## config.mk

```make
export PLATFORM = sky130hd
export DESIGN_NAME = divide_by_n_fsm_flat
export DESIGN_NICKNAME = d
export VERILOG_FILES = /design/src/rtl/divide_by_n_fsm_pkg.sv /design/src/rtl/divide_by_n_fsm_if.sv /design/src/rtl/divide_by_n_fsm.sv /design/src/flat_wrapper.sv
export SDC_FILE = /design/constraint.sdc
export NUM_CORES = 1
export LEC_CHECK = 0
export ABC_AREA = 1
export BUFFER_PORTS_ARGS = -buffer_cell sky130_fd_sc_hd__buf_2
export CORE_UTILIZATION = 50
export CTS_BUF_LIST = sky130_fd_sc_hd__clkbuf_4
export DETAILED_ROUTE_END_ITERATION = 10
export PLACE_DENSITY_LB_ADDON = 0.3
export RECOVER_POWER = 50
export SLEW_MARGIN = 30
export SYNTH_ARGS = -nofsm -noshare
export SYNTH_HDL_FRONTEND = slang
export SYNTH_SLANG_ARGS = --single-unit
```

## constraint.sdc

```tcl
create_clock -name clk -period 2.8 [get_ports clk]
set_clock_uncertainty 0.2 [all_clocks]
set_input_delay 0.56 -clock clk [delete_from_list [all_inputs] [get_ports clk]]
set_output_delay 0.56 -clock clk [all_outputs]
set_load 0.01 [all_outputs]
```

## src/rtl/divide_by_n_fsm_pkg.sv

```systemverilog
// Shared types and defaults for the programmable tick / clock-enable divider.
package divide_pkg;

  typedef enum logic {
    MODE_PULSE  = 1'b0,
    MODE_SQUARE = 1'b1
  } div_mode_t;

  localparam int unsigned DEFAULT_WIDTH = 8;

endpackage

```

## src/rtl/divide_by_n_fsm_if.sv

```systemverilog
// Control/status bundle of the divider: enable, restart, divisor load strobe and the divided output.
interface divide_by_n_fsm_if #(
  parameter int unsigned WIDTH = 8
);

  logic             en;
  logic             restart;
  logic [WIDTH-1:0] div_in;
  logic             mode_in;
  logic             div_load;
  logic             y;
  logic [WIDTH-1:0] cur_div;
  logic             cur_mode;
  logic             load_pending;

  modport master (
    output en, restart, div_in, mode_in, div_load,
    input  y, cur_div, cur_mode, load_pending
  );

  modport slave (
    input  en, restart, div_in, mode_in, div_load,
    output y, cur_div, cur_mode, load_pending
  );

endinterface

```

## src/rtl/divide_by_n_fsm.sv

```systemverilog
// Divide-by-N tick generator: y high once per N enabled cycles (pulse) or ~50% duty (square).
// y is decoded from registered state with no added latency; new divisors take effect only at a period boundary.
module divide_by_n_fsm
  import divide_pkg::*;
#(
  parameter int unsigned      WIDTH        = DEFAULT_WIDTH,
  parameter logic [WIDTH-1:0] DEFAULT_DIV  = WIDTH'(4),
  parameter bit               DEFAULT_MODE = 1'b0
) (
  input logic              clk,
  input logic              reset,
  divide_by_n_fsm_if.slave bus
);

  logic [WIDTH-1:0] count_q, count_d;
  logic [WIDTH-1:0] cur_div_q, cur_div_d;
  div_mode_t        cur_mode_q, cur_mode_d;
  logic [WIDTH-1:0] pend_div_q, pend_div_d;
  div_mode_t        pend_mode_q, pend_mode_d;
  logic             pend_valid_q, pend_valid_d;

  logic [WIDTH-1:0] eff;
  logic             wrap;
  logic             boundary;

  // Square mode stays high for ceil(eff/2) counts; one extra bit so eff=2^WIDTH-1 does not overflow.
  function automatic logic [WIDTH:0] square_high_limit(input logic [WIDTH-1:0] e);
    return ({1'b0, e} + (WIDTH+1)'(1)) >> 1;
  endfunction

  always_ff @(posedge clk or posedge reset) begin
    if (reset) begin
      count_q      <= '0;
      cur_div_q    <= DEFAULT_DIV;
      cur_mode_q   <= div_mode_t'(DEFAULT_MODE);
      pend_div_q   <= '0;
      pend_mode_q  <= MODE_PULSE;
      pend_valid_q <= 1'b0;
    end else begin
      count_q      <= count_d;
      cur_div_q    <= cur_div_d;
      cur_mode_q   <= cur_mode_d;
      pend_div_q   <= pend_div_d;
      pend_mode_q  <= pend_mode_d;
      pend_valid_q <= pend_valid_d;
    end
  end

  always_comb begin
    count_d      = count_q;
    cur_div_d    = cur_div_q;
    cur_mode_d   = cur_mode_q;
    pend_div_d   = pend_div_q;
    pend_mode_d  = pend_mode_q;
    pend_valid_d = pend_valid_q;

    eff      = (cur_div_q == '0) ? WIDTH'(1) : cur_div_q;
    wrap     = bus.en && (count_q == eff - WIDTH'(1));
    boundary = bus.restart || wrap;

    if (boundary) begin
      // A load on the boundary edge itself bypasses the pending slot.
      count_d = '0;
      if (bus.div_load) begin
        cur_div_d  = bus.div_in;
        cur_mode_d = div_mode_t'(bus.mode_in);
      end else if (pend_valid_q) begin
        cur_div_d  = pend_div_q;
        cur_mode_d = pend_mode_q;
      end
      pend_valid_d = 1'b0;
    end else begin
      if (bus.en) begin
        count_d = count_q + WIDTH'(1);
      end
      if (bus.div_load) begin
        pend_div_d   = bus.div_in;
        pend_mode_d  = div_mode_t'(bus.mode_in);
        pend_valid_d = 1'b1;
      end
    end
  end

  always_comb begin
    if (cur_mode_q == MODE_SQUARE) begin
      bus.y = ({1'b0, count_q} < square_high_limit(eff));
    end else begin
      bus.y = (count_q == '0);
    end
  end

  assign bus.cur_div      = cur_div_q;
  assign bus.cur_mode     = cur_mode_q;
  assign bus.load_pending = pend_valid_q;

endmodule

```

## src/flat_wrapper.sv

```systemverilog
// flat-port wrapper written by rule: the top's interface ports become plain ports
module divide_by_n_fsm_flat import divide_pkg::*;
#(
  parameter int unsigned      WIDTH        = DEFAULT_WIDTH,
  parameter logic [WIDTH-1:0] DEFAULT_DIV  = WIDTH'(4),
  parameter bit               DEFAULT_MODE = 1'b0
)
  (clk, reset, bus_en, bus_restart, bus_div_in, bus_mode_in, bus_div_load, bus_y, bus_cur_div, bus_cur_mode, bus_load_pending);
  divide_by_n_fsm_if #(.WIDTH(WIDTH)) bus_i ();
  input logic clk;
  input logic reset;
  input wire logic [$bits(bus_i.en)-1:0] bus_en;
  input wire logic [$bits(bus_i.restart)-1:0] bus_restart;
  input wire logic [$bits(bus_i.div_in)-1:0] bus_div_in;
  input wire logic [$bits(bus_i.mode_in)-1:0] bus_mode_in;
  input wire logic [$bits(bus_i.div_load)-1:0] bus_div_load;
  output wire logic [$bits(bus_i.y)-1:0] bus_y;
  output wire logic [$bits(bus_i.cur_div)-1:0] bus_cur_div;
  output wire logic [$bits(bus_i.cur_mode)-1:0] bus_cur_mode;
  output wire logic [$bits(bus_i.load_pending)-1:0] bus_load_pending;
  assign bus_i.en = bus_en;
  assign bus_i.restart = bus_restart;
  assign bus_i.div_in = bus_div_in;
  assign bus_i.mode_in = bus_mode_in;
  assign bus_i.div_load = bus_div_load;
  assign bus_y = bus_i.y;
  assign bus_cur_div = bus_i.cur_div;
  assign bus_cur_mode = bus_i.cur_mode;
  assign bus_load_pending = bus_i.load_pending;
  divide_by_n_fsm #(.WIDTH(WIDTH), .DEFAULT_DIV(DEFAULT_DIV), .DEFAULT_MODE(DEFAULT_MODE)) u_core (.clk(clk), .reset(reset), .bus(bus_i));
endmodule
```

# Yosys cells after proc, flatten, opt, wreduce, memory -nomap -nowiden
# Cells that the tools add are included.
# W data, S select, Z words.
[word_totals]
register_bits = 27
mem_bits_rw = 0
mem_bits_ro = 0
latchBits = 0
n_memories = 0
[op_classes]
mul = 0
bitwise_logic = 1
order_cmp = 1
mux = 10
shift = 0
addsub = 3
reduce_logical = 9
eq_ne = 1
div = 0
[ops]
columns = ["cell", "count"]
rows = [
  ["$mux W8", 5],
  ["$logic_not A8 Y1", 2],
  ["$add A8 B1 Y9 const B", 1],
  ["$add A8 B1 Y8 const B", 1],
  ["$eq A8 B8 Y1", 1],
  ["$lt A8 B8 Y1", 1],
  ["$sub A8 B1 Y8 const B", 1],
  ["$reduce_bool A2 Y1", 3],
  ["$mux W1", 5],
  ["$reduce_and A2 Y1", 2],
  ["$logic_and A1 B1 Y1", 1],
  ["$logic_or A1 B1 Y1", 1],
  ["$not A1 Y1", 1],
]

# Logic depth before layout (Yosys ltp)
[depth]
depth_word = 8
depth_mapped = 19
mapped_depth_nobuf = 19

# Least setup slack after synthesis
# OpenSTA, ideal clock, no wires.
[synth_path]
path_type = "register -> output"
startpoint = "reg u_core.cur_div_q[2] (netlist: u_core.bus.cur_div[2])"
endpoint = "out bus_y"
stages_incl_launch_ff = 18
path_slack_ps = -85
arrival_time_ps = 2125
required_ps = 2040
n_path_buf = 0
path_cell_list = "dfstp_2 > inv_2 > nor3_1 > inv_1 > nor2_1 > inv_1 > nor2_1 > inv_1 > nor2_1 > nand2_1 > nand2_1 > nand2_1 > ha_1 > nand2_1 > inv_1 > nand4_1 > o2111ai_1 > o41ai_1"
[synth_via]
elab_chain_cells = 5
[synth_rtl]
columns = ["element", "line", "text"]
rows = [
  ["start, declared", "divide_by_n_fsm.sv:16", "logic [WIDTH-1:0] cur_div_q, cur_div_d;"],
  ["start signal, assigned", "divide_by_n_fsm.sv:41", "cur_div_q <= cur_div_d;"],
  ["$logic_not A8 Y1", "divide_by_n_fsm.sv:57", "eff = (cur_div_q == '0) ? WIDTH'(1) : cur_div_q;"],
  ["$mux W8 (*)", "divide_by_n_fsm.sv:57", ""],
  ["$add A8 B1 Y9 (*)", "divide_by_n_fsm.sv:28", "return ({1'b0, e} + (WIDTH+1)'(1)) >> 1;"],
  ["$lt A8 B8 Y1 (*)", "divide_by_n_fsm.sv:86", "bus.y = ({1'b0, count_q} < square_high_limit(eff));"],
  ["$mux W1 (*)", "divide_by_n_fsm.sv:85", "if (cur_mode_q == MODE_SQUARE) begin"],
  ["end, declared", "flat_wrapper.sv:17", "output wire logic [$bits(bus_i.y)-1:0] bus_y;"],
]
# Every way passes the cells marked *; elsewhere a longest branch is shown, timed or not.

# Worst setup path after layout
# Ends and elaborated chain as after synthesis.

==> results.sh <==
export IMPL_final_cells=368
export IMPL_yosys_area_top_type_share=0.343
export IMPL_antenna_found_initial=0
export IMPL_core_sq_um=3660
export IMPL_clock_sink_count=27
export IMPL_ff2ff_path_depth=20
export IMPL_min_to="u_core.pend_div_q[0]$_DFFE_PP0P_"
export IMPL_critPathArrivalTime_ns=2.64
export IMPL_fin_hold_ws_ns=0.262
export IMPL_drtAntennaViolNets=0
export IMPL_cp_top_family="simple AND/OR/NAND/NOR gates"
export IMPL_routed_wl_um=4960
export IMPL_crit_path_start_kind="register"
export IMPL_multi_input_area_sq_um=1260
export IMPL_portBuffers=24
export IMPL_dp_cells=359
export IMPL_slew_viol_final=0
export IMPL_yosysWarnings=0
export IMPL_netlist_top_cell_by_area="dfrtp_1"
export IMPL_rows=22
export IMPL_worstPathMaxFanout=3
export IMPL_r2r_end="u_core.bus.cur_div[2]$_DFFE_PP1P_"
export IMPL_cpPeakStageDelay_ns=0.58
export IMPL_drt_pass1_iterations=4
export IMPL_vias=1967
export IMPL_clockBufferDepth=2
export IMPL_vdd_drop_max_mv=0.383
export IMPL_synth_edff_count=0
export IMPL_synthArstFlopShare=1.00
export IMPL_ys_seq_elements=27
export IMPL_slew_headroom=0.0214
export IMPL_setup_viol=1
export IMPL_drt_iter0_drc=181
export IMPL_synthesis_area_sq_um=1900
export IMPL_drt_wirelength_per_cell_um=13.5
export IMPL_crit_slowest_cell="dfstp_2"
export IMPL_power_density_nw_per_um2=480
export IMPL_seq_area_sq_um=677
export IMPL_fin_crit_ns=3.40
export IMPL_cts_max_level=1
export IMPL_maxCapViolCount=0
export IMPL_overflow=0
export IMPL_period_share=1.21
export IMPL_via_per_inst=5.35
export IMPL_area_delta_synth_final_pct=31.0
export IMPL_cts_root_buf="clkbuf_4"
export IMPL_grt_max_degree=28
export IMPL_leakage_nw=1.27
export IMPL_synthTopCellsByCount="nand2_1, inv_1, dfrtp_1"
export IMPL_worst_slack_ns=-0.596
export IMPL_synth_seq_area_share=0.357
export IMPL_grt_pass1_wl_um=7860
export IMPL_fin_nets=345
export IMPL_dieArea_sq_um=4050
export IMPL_yosysMostFrequentCell="nand2_1"
export IMPL_max_freq_mhz=294
export IMPL_track_usage=0.244
export IMPL_drc=0
export IMPL_synth_ff_type="dfrtp_1"
export IMPL_r2r_start="u_core.bus.cur_div[2]$_DFFE_PP1P_"
export IMPL_synthTopCellsByArea="dfrtp_1, nand2_1, ha_1"
export IMPL_rsz0062_at_grt="yes"
export IMPL_clkLatencyLatePin_ns=0.34
export IMPL_critPathBufInv=6
export IMPL_criticalPathCategory="register to primary output"
export IMPL_num_fill_cells=336
export IMPL_violations="negative setup slack"
export IMPL_status="finished with violations"
export IMPL_syn_nets=294
export IMPL_grt_pass1_vias=1842
export IMPL_hold_path_class="primary input to register"
export IMPL_postSynthCellCount=270
export IMPL_diodes=0
export IMPL_r2r_setup_slack_ns=0.07
export IMPL_start_util=0.518
export IMPL_numCtsBuffers=3
export IMPL_finalWeightedCongestion=0.896
export IMPL_ys_types=29
export IMPL_syn_area_per_cell_sq_um=7.03
export IMPL_ios=25
export IMPL_die_w_um=63.6
export IMPL_drive_gt1_frac=0.344
export IMPL_required_ns=2.04
export IMPL_worstHoldStart="bus_div_in[0]"
export IMPL_dp_hpwl_um=3410
export IMPL_min_path_cells=3
export IMPL_end_kind="primary output"
export IMPL_worst_slew_pin_slew_ns=1.47
export IMPL_crit_chain="inv_2, nor3_2, inv_1, nor2_2, inv_2, nor2_4, inv_2, nor2_4, nand2_2, nand2_2, nand2_2, ha_4, nand2_2, inv_2, nand4_1, o2111ai_2, o41ai_2, buf_2"
export IMPL_cts_clk_slew_worst_paths_ns=0.16
export IMPL_finalHoldViolCount=0
export IMPL_pre_cts_ws_ns=-0.168
export IMPL_die_y_um=63.6
export IMPL_cts_tree="done"
[report_power, final]
part	leakage, nW	switching, mW	total [mW]	internal [mW]
sequential	0.346	0.0299	0.464	0.434
combinational	0.904	0.312	0.537	0.224
clock	0.0183	0.133	0.191	0.0584
total	1.27	0.475	1.19	0.717
[area by class of cell]
class,count,area share
timing repair buffer,52,0.137
sequential,27,0.272
clock buffer,3,0.00906
clock inverter,1,0.00352
multi-input combinational,207,0.508
tap,48,0.0242
inverter,30,0.0453
[per-layer routing]
layer,vias to the layer above,track usage,wire length (um)
met4,0,0.0597,85
met5,-,0,0
met2,82,0.463,2640
met1,896,0.283,1950
li1,979,-,-
met3,10,0.0326,285
[kinds of logic after synthesis]
family	after synthesis	synth area share
AO/OA/AOI/OAI	13	0.0396
XOR/XNOR	9	0.0415
adder cells (fa/ha/maj)	10	0.0659
buffers and inverters	37	0.0864
flip-flops	27	0.357
AND/OR/NAND/NOR	174	0.410
[through the flow]
| stage | total power, mW | setup TNS (ns) | utilization | cell area, sq um |
|---|---|---|---|---|
| global route | 1.28 | -2.16 | 0.679 | 2490 |
| CTS | 1.12 | -0.534 | 0.621 | 2270 |
| detailed placement | 0.927 | -0.168 | 0.606 | 2220 |
| global placement | 0.912 | -0.0962 | 0.606 | 2220 |
| floorplan | 0.758 | -0.0562 | - | 1910 |
| finish | 1.19 | -0.596 | 0.679 | 2490 |
[state kept, by name (all words and copies together), names as in the netlist]
name / cells
u_core.bus.cur_mode: 1
u_core.bus.load_pending: 1
u_core.pend_mode_q: 1
u_core.pend_div_q: 8
u_core.bus.cur_div: 8
u_core.count_q: 8
[worst reg2reg max path, delay by kind of cell, from the launching register on]
family | cells | cell delay [ns]
AOI/OAI and AO/OA | 1 | 0.11
adders and majority gates | 1 | 0.20
buffers and inverters | 4 | 0.40
DFF | 1 | 0.58
and+or+nand+nor | 14 | 1.21
[worst max-delay path by stage]
stage,start,end,slack [ns],cells past startpoint
finish,u_core.bus.cur_div[2]$_DFFE_PP1P_,bus_y,-0.60,18
global route,u_core.bus.cur_div[2]$_DFFE_PP1P_,bus_y,-0.74,18
CTS,u_core.bus.cur_div[2]$_DFFE_PP1P_,bus_y,-0.53,18
detailed placement,u_core.bus.cur_div[2]$_DFFE_PP1P_,bus_y,-0.17,18
global placement,u_core.bus.cur_div[2]$_DFFE_PP1P_,bus_y,-0.1,18
floorplan,u_core.bus.cur_div[2]$_DFFE_PP1P_,bus_y,-0.06,17
[cell usage in the layout (no fill, tap or decap), types with 2 or more instances in the layout]
| cell | n |
|---|---|
| nand2_1 | 82 |
| dfrtp_1 | 26 |
| inv_1 | 24 |
| buf_2 | 24 |
| buf_4 | 24 |
| nand2_2 | 20 |
| nor2_1 | 17 |
| nand4_1 | 16 |
| nand3_1 | 12 |
| nand3_2 | 10 |
| a21oi_1 | 7 |
| ha_1 | 7 |
| inv_2 | 6 |
| xor2_1 | 6 |
| nor3_1 | 4 |
| nor2_4 | 3 |
| nor2_2 | 3 |
| xnor2_1 | 3 |
| ha_4 | 3 |
| clkbuf_4 | 3 |
| nand2_4 | 2 |
| nand3_4 | 2 |
| o21ai_0 | 2 |
| buf_6 | 2 |
[what timing repair did]
item                                    CTS  global route
pin swaps                                 5            17
resized for setup                         6            44
endpoints found under the setup margin    1            28
setup buffers                             1             3
gates cloned                              0             1
hold buffers                              0             0
Note: power is estimated with default switching activity, not from simulation.
